### config.mk
export PLATFORM = sky130hd
export DESIGN_NAME = fir_filter_param_flat
export DESIGN_NICKNAME = d
export VERILOG_FILES = /design/src/rtl/fir_filter_param_pkg.sv /design/src/rtl/fir_filter_param_if.sv /design/src/rtl/fir_filter_param_round_sat.sv /design/src/rtl/fir_filter_param.sv /design/src/flat_wrapper.sv
export SDC_FILE = /design/constraint.sdc
export NUM_CORES = 2
export LEC_CHECK = 0
export CORE_ASPECT_RATIO = 1.25
export CORE_MARGIN = 4
export CORE_UTILIZATION = 48
export CTS_BUF_LIST = sky130_fd_sc_hd__clkbuf_2 sky130_fd_sc_hd__clkbuf_4 sky130_fd_sc_hd__clkbuf_8
export CTS_CLUSTER_DIAMETER = 60
export CTS_CLUSTER_SIZE = 16
export DETAILED_ROUTE_END_ITERATION = 7
export PLACE_DENSITY = 0.64
export RECOVER_POWER = 50
export SLEW_MARGIN = 10
export SYNTH_ARGS = -nofsm -noshare
export SYNTH_HDL_FRONTEND = slang
export SYNTH_SLANG_ARGS = --single-unit
### constraint.sdc
create_clock -name clk -period 13.56 [get_ports clk]
set_input_delay 3.39 -clock clk [delete_from_list [all_inputs] [get_ports clk]]
set_output_delay 3.39 -clock clk [all_outputs]
set_load 0.1 [all_outputs]
### src/rtl/fir_filter_param_pkg.sv
// -----------------------------------------------------------------------------
// fir_pkg
//   Shared definitions for the parametrised FIR filter: default widths, a
//   constant-evaluable ceiling-log2 and the accumulator width rule used by
//   the filter, its interface and the rounding/saturation stage.
// -----------------------------------------------------------------------------
package fir_pkg;

    localparam int DEF_NUM_TAPS  = 8;
    localparam int DEF_N1        = 8;
    localparam int DEF_N2        = 16;
    localparam int DEF_N3        = 32;
    localparam int DEF_OUT_SHIFT = 0;

    // Ceiling log2, usable in parameter expressions; clog2(1) = 0.
    function automatic int clog2(input int value);
        int result;
        int remaining;
        result    = 0;
        remaining = value - 1;
        while (remaining > 0) begin
            result++;
            remaining = remaining >> 1;
        end
        return result;
    endfunction

    // Width that holds the sum of all tap products without overflow.
    function automatic int accWidth(input int n1, input int n2, input int taps);
        return n1 + n2 + clog2(taps);
    endfunction

endpackage

### src/rtl/fir_filter_param_if.sv
// -----------------------------------------------------------------------------
// fir_filter_param_if
//   Streaming and coefficient-load bus of the FIR filter.
//   master : sample source / controller (drives enable, samples, coefficients)
//   slave  : the filter (drives filtered output, overflow flag, debug tap)
//   Signals:
//     enable    pipeline advance, 0 freezes the datapath
//     inValid   inData carries a sample
//     inData    signed input sample (N2)
//     coefWe    write coefData into the shadow bank at coefAddr
//     coefAddr  tap index, 0 = newest sample (AW)
//     coefData  signed coefficient (N1)
//     coefSwap  one-cycle pulse, copy shadow bank into active bank
//     outValid  outData carries a new filtered sample
//     outData   signed filtered sample (N3)
//     ovf       outData was saturated (qualified by outValid)
//     sampleT   most recently accepted sample
// -----------------------------------------------------------------------------
interface fir_filter_param_if
    import fir_pkg::*;
#(
    parameter int NUM_TAPS = DEF_NUM_TAPS,
    parameter int N1       = DEF_N1,
    parameter int N2       = DEF_N2,
    parameter int N3       = DEF_N3
);
    localparam int AW = clog2(NUM_TAPS);

    logic                 enable;
    logic                 inValid;
    logic signed [N2-1:0] inData;
    logic                 coefWe;
    logic [AW-1:0]        coefAddr;
    logic signed [N1-1:0] coefData;
    logic                 coefSwap;
    logic                 outValid;
    logic signed [N3-1:0] outData;
    logic                 ovf;
    logic signed [N2-1:0] sampleT;

    modport master (
        output enable, inValid, inData, coefWe, coefAddr, coefData, coefSwap,
        input  outValid, outData, ovf, sampleT
    );

    modport slave (
        input  enable, inValid, inData, coefWe, coefAddr, coefData, coefSwap,
        output outValid, outData, ovf, sampleT
    );

endinterface

### src/rtl/fir_filter_param_round_sat.sv
// -----------------------------------------------------------------------------
// fir_round_sat
//   Combinational output conditioning of the FIR accumulator: optional
//   round-half-up followed by an arithmetic right shift, then clamping to the
//   signed OUT_W range.
//   Ports:
//     acc_i   signed accumulator (IN_W)
//     data_o  rounded, shifted, saturated result (OUT_W)
//     ovf_o   1 when the result had to be clamped
// -----------------------------------------------------------------------------
module fir_round_sat #(
    parameter int IN_W  = 27,
    parameter int OUT_W = 32,
    parameter int SHIFT = 0
) (
    input  logic signed [IN_W-1:0]  acc_i,
    output logic signed [OUT_W-1:0] data_o,
    output logic                    ovf_o
);
    // One guard bit for the rounding add, one more so the clamp limits of a
    // wide output still fit as signed values.
    localparam int W = ((IN_W + 1 > OUT_W) ? IN_W + 1 : OUT_W) + 1;

    logic signed [W-1:0] accExt;
    logic signed [W-1:0] rounded;
    logic signed [W-1:0] shifted;
    logic signed [W-1:0] maxVal;
    logic signed [W-1:0] minVal;

    assign accExt = W'(acc_i);

    generate
        if (SHIFT > 0) begin : gRound
            assign rounded = accExt + (W'(1) <<< (SHIFT - 1));
        end else begin : gNoRound
            assign rounded = accExt;
        end
    endgenerate

    assign shifted = rounded >>> SHIFT;
    assign maxVal  = W'({1'b0, {(OUT_W-1){1'b1}}});
    assign minVal  = ~maxVal;

    // Clamp to the output range; when the output is wide enough the limits
    // are never crossed and the value is simply sign-extended.
    always_comb begin
        data_o = shifted[OUT_W-1:0];
        ovf_o  = 1'b0;
        if (shifted > maxVal) begin
            data_o = maxVal[OUT_W-1:0];
            ovf_o  = 1'b1;
        end else if (shifted < minVal) begin
            data_o = minVal[OUT_W-1:0];
            ovf_o  = 1'b1;
        end
    end

endmodule

### src/rtl/fir_filter_param.sv
// -----------------------------------------------------------------------------
// fir_filter_param
//   Pipelined direct-form FIR filter with a double-buffered, runtime-loadable
//   coefficient bank.
//   Pipeline: S0 delay line -> S1 registered products -> S2 registered sum
//             -> S3 round/saturate/output register. A sample accepted at
//   edge t produces outValid at edge t+3 while enable stays high.
//   Ports:
//     clk    clock, rising edge
//     rst_n  asynchronous active-low reset
//     bus    fir_filter_param_if slave modport (stream + coefficient bus)
// -----------------------------------------------------------------------------
module fir_filter_param
    import fir_pkg::*;
#(
    parameter int NUM_TAPS  = DEF_NUM_TAPS,
    parameter int N1        = DEF_N1,
    parameter int N2        = DEF_N2,
    parameter int N3        = DEF_N3,
    parameter int OUT_SHIFT = DEF_OUT_SHIFT
) (
    input  logic             clk,
    input  logic             rst_n,
    fir_filter_param_if.slave bus
);
    localparam int PW    = N1 + N2;
    localparam int ACC_W = accWidth(N1, N2, NUM_TAPS);

    logic signed [N2-1:0]    delayLine_q   [NUM_TAPS];
    logic signed [N1-1:0]    shadowBank_q  [NUM_TAPS];
    logic signed [N1-1:0]    activeBank_q  [NUM_TAPS];
    logic signed [PW-1:0]    product_q     [NUM_TAPS];
    logic signed [PW-1:0]    product_d     [NUM_TAPS];
    logic signed [ACC_W-1:0] sum_q;
    logic signed [ACC_W-1:0] sum_d;
    logic                    s0Valid_q;
    logic                    s1Valid_q;
    logic                    s2Valid_q;
    logic                    outValid_q;
    logic signed [N3-1:0]    outData_q;
    logic                    ovf_q;
    logic signed [N3-1:0]    satData;
    logic                    satOvf;
    logic                    coefWriteOk;
    logic                    swapNow;

    assign coefWriteOk = bus.coefWe && (int'(bus.coefAddr) < NUM_TAPS);
    assign swapNow     = bus.enable && bus.coefSwap;

    // S0: the delay line shifts only on an accepted sample; the valid bit
    // records whether the last enabled edge accepted one.
    always_ff @(posedge clk or negedge rst_n) begin
        if (!rst_n) begin
            for (int i = 0; i < NUM_TAPS; i++) delayLine_q[i] <= '0;
            s0Valid_q <= 1'b0;
        end else if (bus.enable) begin
            s0Valid_q <= bus.inValid;
            if (bus.inValid) begin
                delayLine_q[0] <= bus.inData;
                for (int i = 1; i < NUM_TAPS; i++) delayLine_q[i] <= delayLine_q[i-1];
            end
        end
    end

    // Coefficient banks. The shadow bank is written independent of enable.
    // A swap copies the shadow contents as they were before any write in the
    // same cycle. Because products are formed one edge after acceptance, a
    // sample accepted on the swap edge already sees the new bank while older
    // samples were multiplied with the old one.
    always_ff @(posedge clk or negedge rst_n) begin
        if (!rst_n) begin
            for (int i = 0; i < NUM_TAPS; i++) begin
                shadowBank_q[i] <= '0;
                activeBank_q[i] <= '0;
            end
        end else begin
            if (coefWriteOk) shadowBank_q[bus.coefAddr] <= bus.coefData;
            if (swapNow)     activeBank_q <= shadowBank_q;
        end
    end

    // Tap products at full N1+N2 precision.
    always_comb begin
        for (int i = 0; i < NUM_TAPS; i++) begin
            product_d[i] = PW'(activeBank_q[i]) * PW'(delayLine_q[i]);
        end
    end

    // Single-level sum of all products, sign-extended to the accumulator.
    always_comb begin
        sum_d = '0;
        for (int i = 0; i < NUM_TAPS; i++) begin
            sum_d = sum_d + ACC_W'(product_q[i]);
        end
    end

    fir_round_sat #(
        .IN_W  (ACC_W),
        .OUT_W (N3),
        .SHIFT (OUT_SHIFT)
    ) uRoundSat (
        .acc_i  (sum_q),
        .data_o (satData),
        .ovf_o  (satOvf)
    );

    // S1..S3 advance together with enable; output data and ovf only change
    // when a valid sample reaches the output stage.
    always_ff @(posedge clk or negedge rst_n) begin
        if (!rst_n) begin
            for (int i = 0; i < NUM_TAPS; i++) product_q[i] <= '0;
            s1Valid_q  <= 1'b0;
            sum_q      <= '0;
            s2Valid_q  <= 1'b0;
            outValid_q <= 1'b0;
            outData_q  <= '0;
            ovf_q      <= 1'b0;
        end else if (bus.enable) begin
            product_q  <= product_d;
            s1Valid_q  <= s0Valid_q;
            sum_q      <= sum_d;
            s2Valid_q  <= s1Valid_q;
            outValid_q <= s2Valid_q;
            if (s2Valid_q) begin
                outData_q <= satData;
                ovf_q     <= satOvf;
            end
        end
    end

    assign bus.outValid = outValid_q;
    assign bus.outData  = outData_q;
    assign bus.ovf      = ovf_q;
    assign bus.sampleT  = delayLine_q[0];

endmodule

### src/flat_wrapper.sv
// flat-port wrapper written by rule: the top's interface ports become plain ports
module fir_filter_param_flat import fir_pkg::*;
#(
    parameter int NUM_TAPS  = DEF_NUM_TAPS,
    parameter int N1        = DEF_N1,
    parameter int N2        = DEF_N2,
    parameter int N3        = DEF_N3,
    parameter int OUT_SHIFT = DEF_OUT_SHIFT
)
  (clk, rst_n, bus_enable, bus_inValid, bus_inData, bus_coefWe, bus_coefAddr, bus_coefData, bus_coefSwap, bus_outValid, bus_outData, bus_ovf, bus_sampleT);
  fir_filter_param_if #(.NUM_TAPS(NUM_TAPS), .N1(N1), .N2(N2), .N3(N3)) bus_i ();
  input  logic clk;
  input  logic rst_n;
  input wire logic [$bits(bus_i.enable)-1:0] bus_enable;
  input wire logic [$bits(bus_i.inValid)-1:0] bus_inValid;
  input wire logic [$bits(bus_i.inData)-1:0] bus_inData;
  input wire logic [$bits(bus_i.coefWe)-1:0] bus_coefWe;
  input wire logic [$bits(bus_i.coefAddr)-1:0] bus_coefAddr;
  input wire logic [$bits(bus_i.coefData)-1:0] bus_coefData;
  input wire logic [$bits(bus_i.coefSwap)-1:0] bus_coefSwap;
  output wire logic [$bits(bus_i.outValid)-1:0] bus_outValid;
  output wire logic [$bits(bus_i.outData)-1:0] bus_outData;
  output wire logic [$bits(bus_i.ovf)-1:0] bus_ovf;
  output wire logic [$bits(bus_i.sampleT)-1:0] bus_sampleT;
  assign bus_i.enable = bus_enable;
  assign bus_i.inValid = bus_inValid;
  assign bus_i.inData = bus_inData;
  assign bus_i.coefWe = bus_coefWe;
  assign bus_i.coefAddr = bus_coefAddr;
  assign bus_i.coefData = bus_coefData;
  assign bus_i.coefSwap = bus_coefSwap;
  assign bus_outValid = bus_i.outValid;
  assign bus_outData = bus_i.outData;
  assign bus_ovf = bus_i.ovf;
  assign bus_sampleT = bus_i.sampleT;
  fir_filter_param #(.NUM_TAPS(NUM_TAPS), .N1(N1), .N2(N2), .N3(N3), .OUT_SHIFT(OUT_SHIFT)) u_core (.clk(clk), .rst_n(rst_n), .bus(bus_i));
endmodule
==> impl_metrics.tcl <==
set metrics [dict create \
    status "finished, violations left" \
    failed_checks "max-capacitance violations, max-slew violations" \
    required_ns 13.84 \
    hold_end "u_core.activeBank_q[30]" \
    gp_congestion 0.884 \
    synth_area_leaders "fa_1 (32%), dfrtp_1 (21%), ha_1 (8.5%)" \
    syn_inst 5956 \
    grt_pass1_vias 43400 \
    vias_per_cell 5.35 \
    cts_tree "done" \
    r2r_slack_ns 7.23 \
    arrival_ns 9.03 \
    grt_usage_pct 23.7 \
    cts-hold-fix-buffers 0 \
    tightest_slew_ns 4.92 \
    drt_wl_total_microns 150000 \
    r2r-end "u_core.sum_q[26]" \
    hold_depth 1 \
    rows 145 \
    synth_common_cells "inv_1 (1168), fa_1 (950), and2_1 (602), dfrtp_1 (507), nand2_1 (421)" \
    finalHoldViolCount 0 \
    critPathSlowestCell "clkbuf_1" \
    ys_seq_area_share_pct 21.1 \
    crit_top_cell "clkbuf_1" \
    rsz0062_at_grt "no" \
    cts.htree.levels 2 \
    slowest_delay_ns 3.35 \
    syn_area_sq_um 60200 \
    ys_ff_latch 507 \
    dp_cells 7421 \
    yosysTopAreaCell "fa_1" \
    drc 0 \
    antenna_found_initial 7 \
    fin_tns_setup_ns 0 \
    post_cts_buffers 0 \
    area_growth_pct 5.43 \
    grt_max_degree 162 \
    core_sq_um 125000 \
    hold_class "flop to flop" \
    final_nets 7256 \
    async_flop_share_pct 100 \
    cp_cell_sequence "clkbuf_1 -> clkbuf_1" \
    synth_flop_cell "dfrtp_1" \
    cp-end-kind "async pin" \
    synthDistinctLibCells 79 \
    ant_nets 0 \
    cp_max_fo 89 \
    ctsResizeCount 0 \
    numCtsBuffers 58 \
    fmax_mhz 114 \
    cts-root-buf "clkbuf_8" \
    synth.most_common_cell "inv_1" \
    port_buffers 81 \
    dr.pass1.iters 5 \
    wire_per_inst_microns 20.0 \
    cts.path.max_buffers 3 \
    r2r-start "u_core.product_q[145]" \
    final_core_util_pct 50.9 \
    die_h_microns 404 \
    path_depth 2 \
    reg2regPathDepth 27 \
    drv_cap 8 \
    dieWidth_microns 325 \
    drive_gt1_share_pct 9.06 \
    clk_pin_slew_ns 0.10 \
    synth-edff-count 0 \
    ys_warn_count 0 \
    synthDominantCellAreaShare_pct 31.6 \
    hold_ws_ns 0.486 \
    skew_ns 0.0358 \
    dp_hpwl_microns 118000 \
    drv_slew 403 \
    fin_crit_ns 8.75 \
    hp-start "u_core.shadowBank_q[30]" \
    stdcell_count 7523 \
    dieArea_sq_um 131000 \
    vias 40200 \
    syn-num-nets 7348 \
    clock_latency_ns 0.77 \
    pin_count 83 \
    synth.avg_cell_area_sq_um 10.1 \
    final-setup-viol-count 0 \
    start_util_pct 48.3 \
    n_fill_cell 11500 \
    path_buf_inv 2 \
    grt_overflow 0 \
    slew_headroom_pct -228 \
    critical_path_class "input port to async pin" \
    grt_pass1_wl_microns 244000 \
    setup.worst_path.start_class "input port" \
    dr.first_iter.drc_count 2049 \
    cts.sinks 507 \
    crit_family "buffers and inverters" \
    post-route-period-util_pct 64.5 \
]
## layout by cell type, fill, tap and decap left out, types with 26 or more instances in the layout
master / synthesis / final
inv_1: 1168 / 1168
fa_1: 950 / 950
and2_1: 602 / 600
dfrtp_1: 507 / 507
nand2_1: 421 / 421
ha_1: 409 / 409
mux2_2: 402 / 401
xnor2_1: 165 / 165
a21oi_1: 147 / 147
nand2b_1: 143 / 143
nor2_1: 114 / 114
o21ai_0: 91 / 92
clkdlybuf4s50_1: 0 / 73
clkbuf_8: 0 / 62
nand3_1: 50 / 50
a21o_1: 47 / 47
o21ai_1: 45 / 44
xor2_1: 43 / 43
o21a_1: 42 / 42
nor3_1: 35 / 35
or3_1: 26 / 26
## registers in the layout (all words and copies together), names as in the netlist
register	cells
u_core.bus.sampleT	16
u_core.sum_q	27
u_core.bus.outData	28
u_core.delayLine_q	112
u_core.s1Valid_q	1
u_core.shadowBank_q	64
u_core.product_q	192
u_core.s2Valid_q	1
u_core.bus.outValid	1
u_core.s0Valid_q	1
u_core.activeBank_q	64
## cells by family after synthesis
group                    share of synthesized area (%)
adder cells (fa/ha/maj)                           40.1
AND/OR/NAND/NOR                                   13.2
XOR/XNOR                                          3.02
flip-flops                                        21.1
AO/OA/AOI/OAI                                     6.09
other                                          0.00622
buffers and inverters                             9.00
multiplexers                                      7.58
## per-layer routing
metal | wire, microns | track usage [%] | part of all wire [%]
met1 | 61100 | 29.6 | 41
met2 | 77100 | 42.6 | 51
met3 | 5060 | 2.31 | 3.4
met4 | 7220 | 9.45 | 4.8
met5 | 7 | 0 | 0.0047
## cell type report
| type | count | area [sq um] | area share (%) |
|---|---|---|---|
| diodes | 1 | 2.50 | 0.00394 |
| clock buffers | 64 | 868 | 1.37 |
| clock inverters | 37 | 468 | 0.737 |
| inverters | 1169 | 4390 | 6.91 |
| multi-input cells | 4026 | 42100 | 66.3 |
| flip-flops and latches | 507 | 12700 | 20.0 |
| well taps | 1617 | 2020 | 3.19 |
| repair buffers | 102 | 942 | 1.48 |
## stage by stage
step,instance area (sq um),setup slack (ns)
2_1_floorplan,60200,7.78
6_report,63500,4.81
3_5_place_dp,62200,7.17
5_1_grt,63500,3.62
4_1_cts,63600,7.26
3_3_place_gp,62200,7.22
## worst max path at each step
stage | slack [ns] | end | start
finish | 4.81 | u_core.shadowBank_q[14] | rst_n
global route | 3.62 | u_core.activeBank_q[15] | rst_n
CTS | 7.26 | u_core.sum_q[26] | u_core.product_q[145]
detailed placement | 7.17 | u_core.sum_q[23] | bus_enable
global placement | 7.22 | u_core.sum_q[23] | bus_enable
floorplan | 7.78 | u_core.sum_q[26] | u_core.product_q[145]
Power is not shown: default switching activity piles up to over one toggle a cycle in this logic, so the estimate is an artifact.
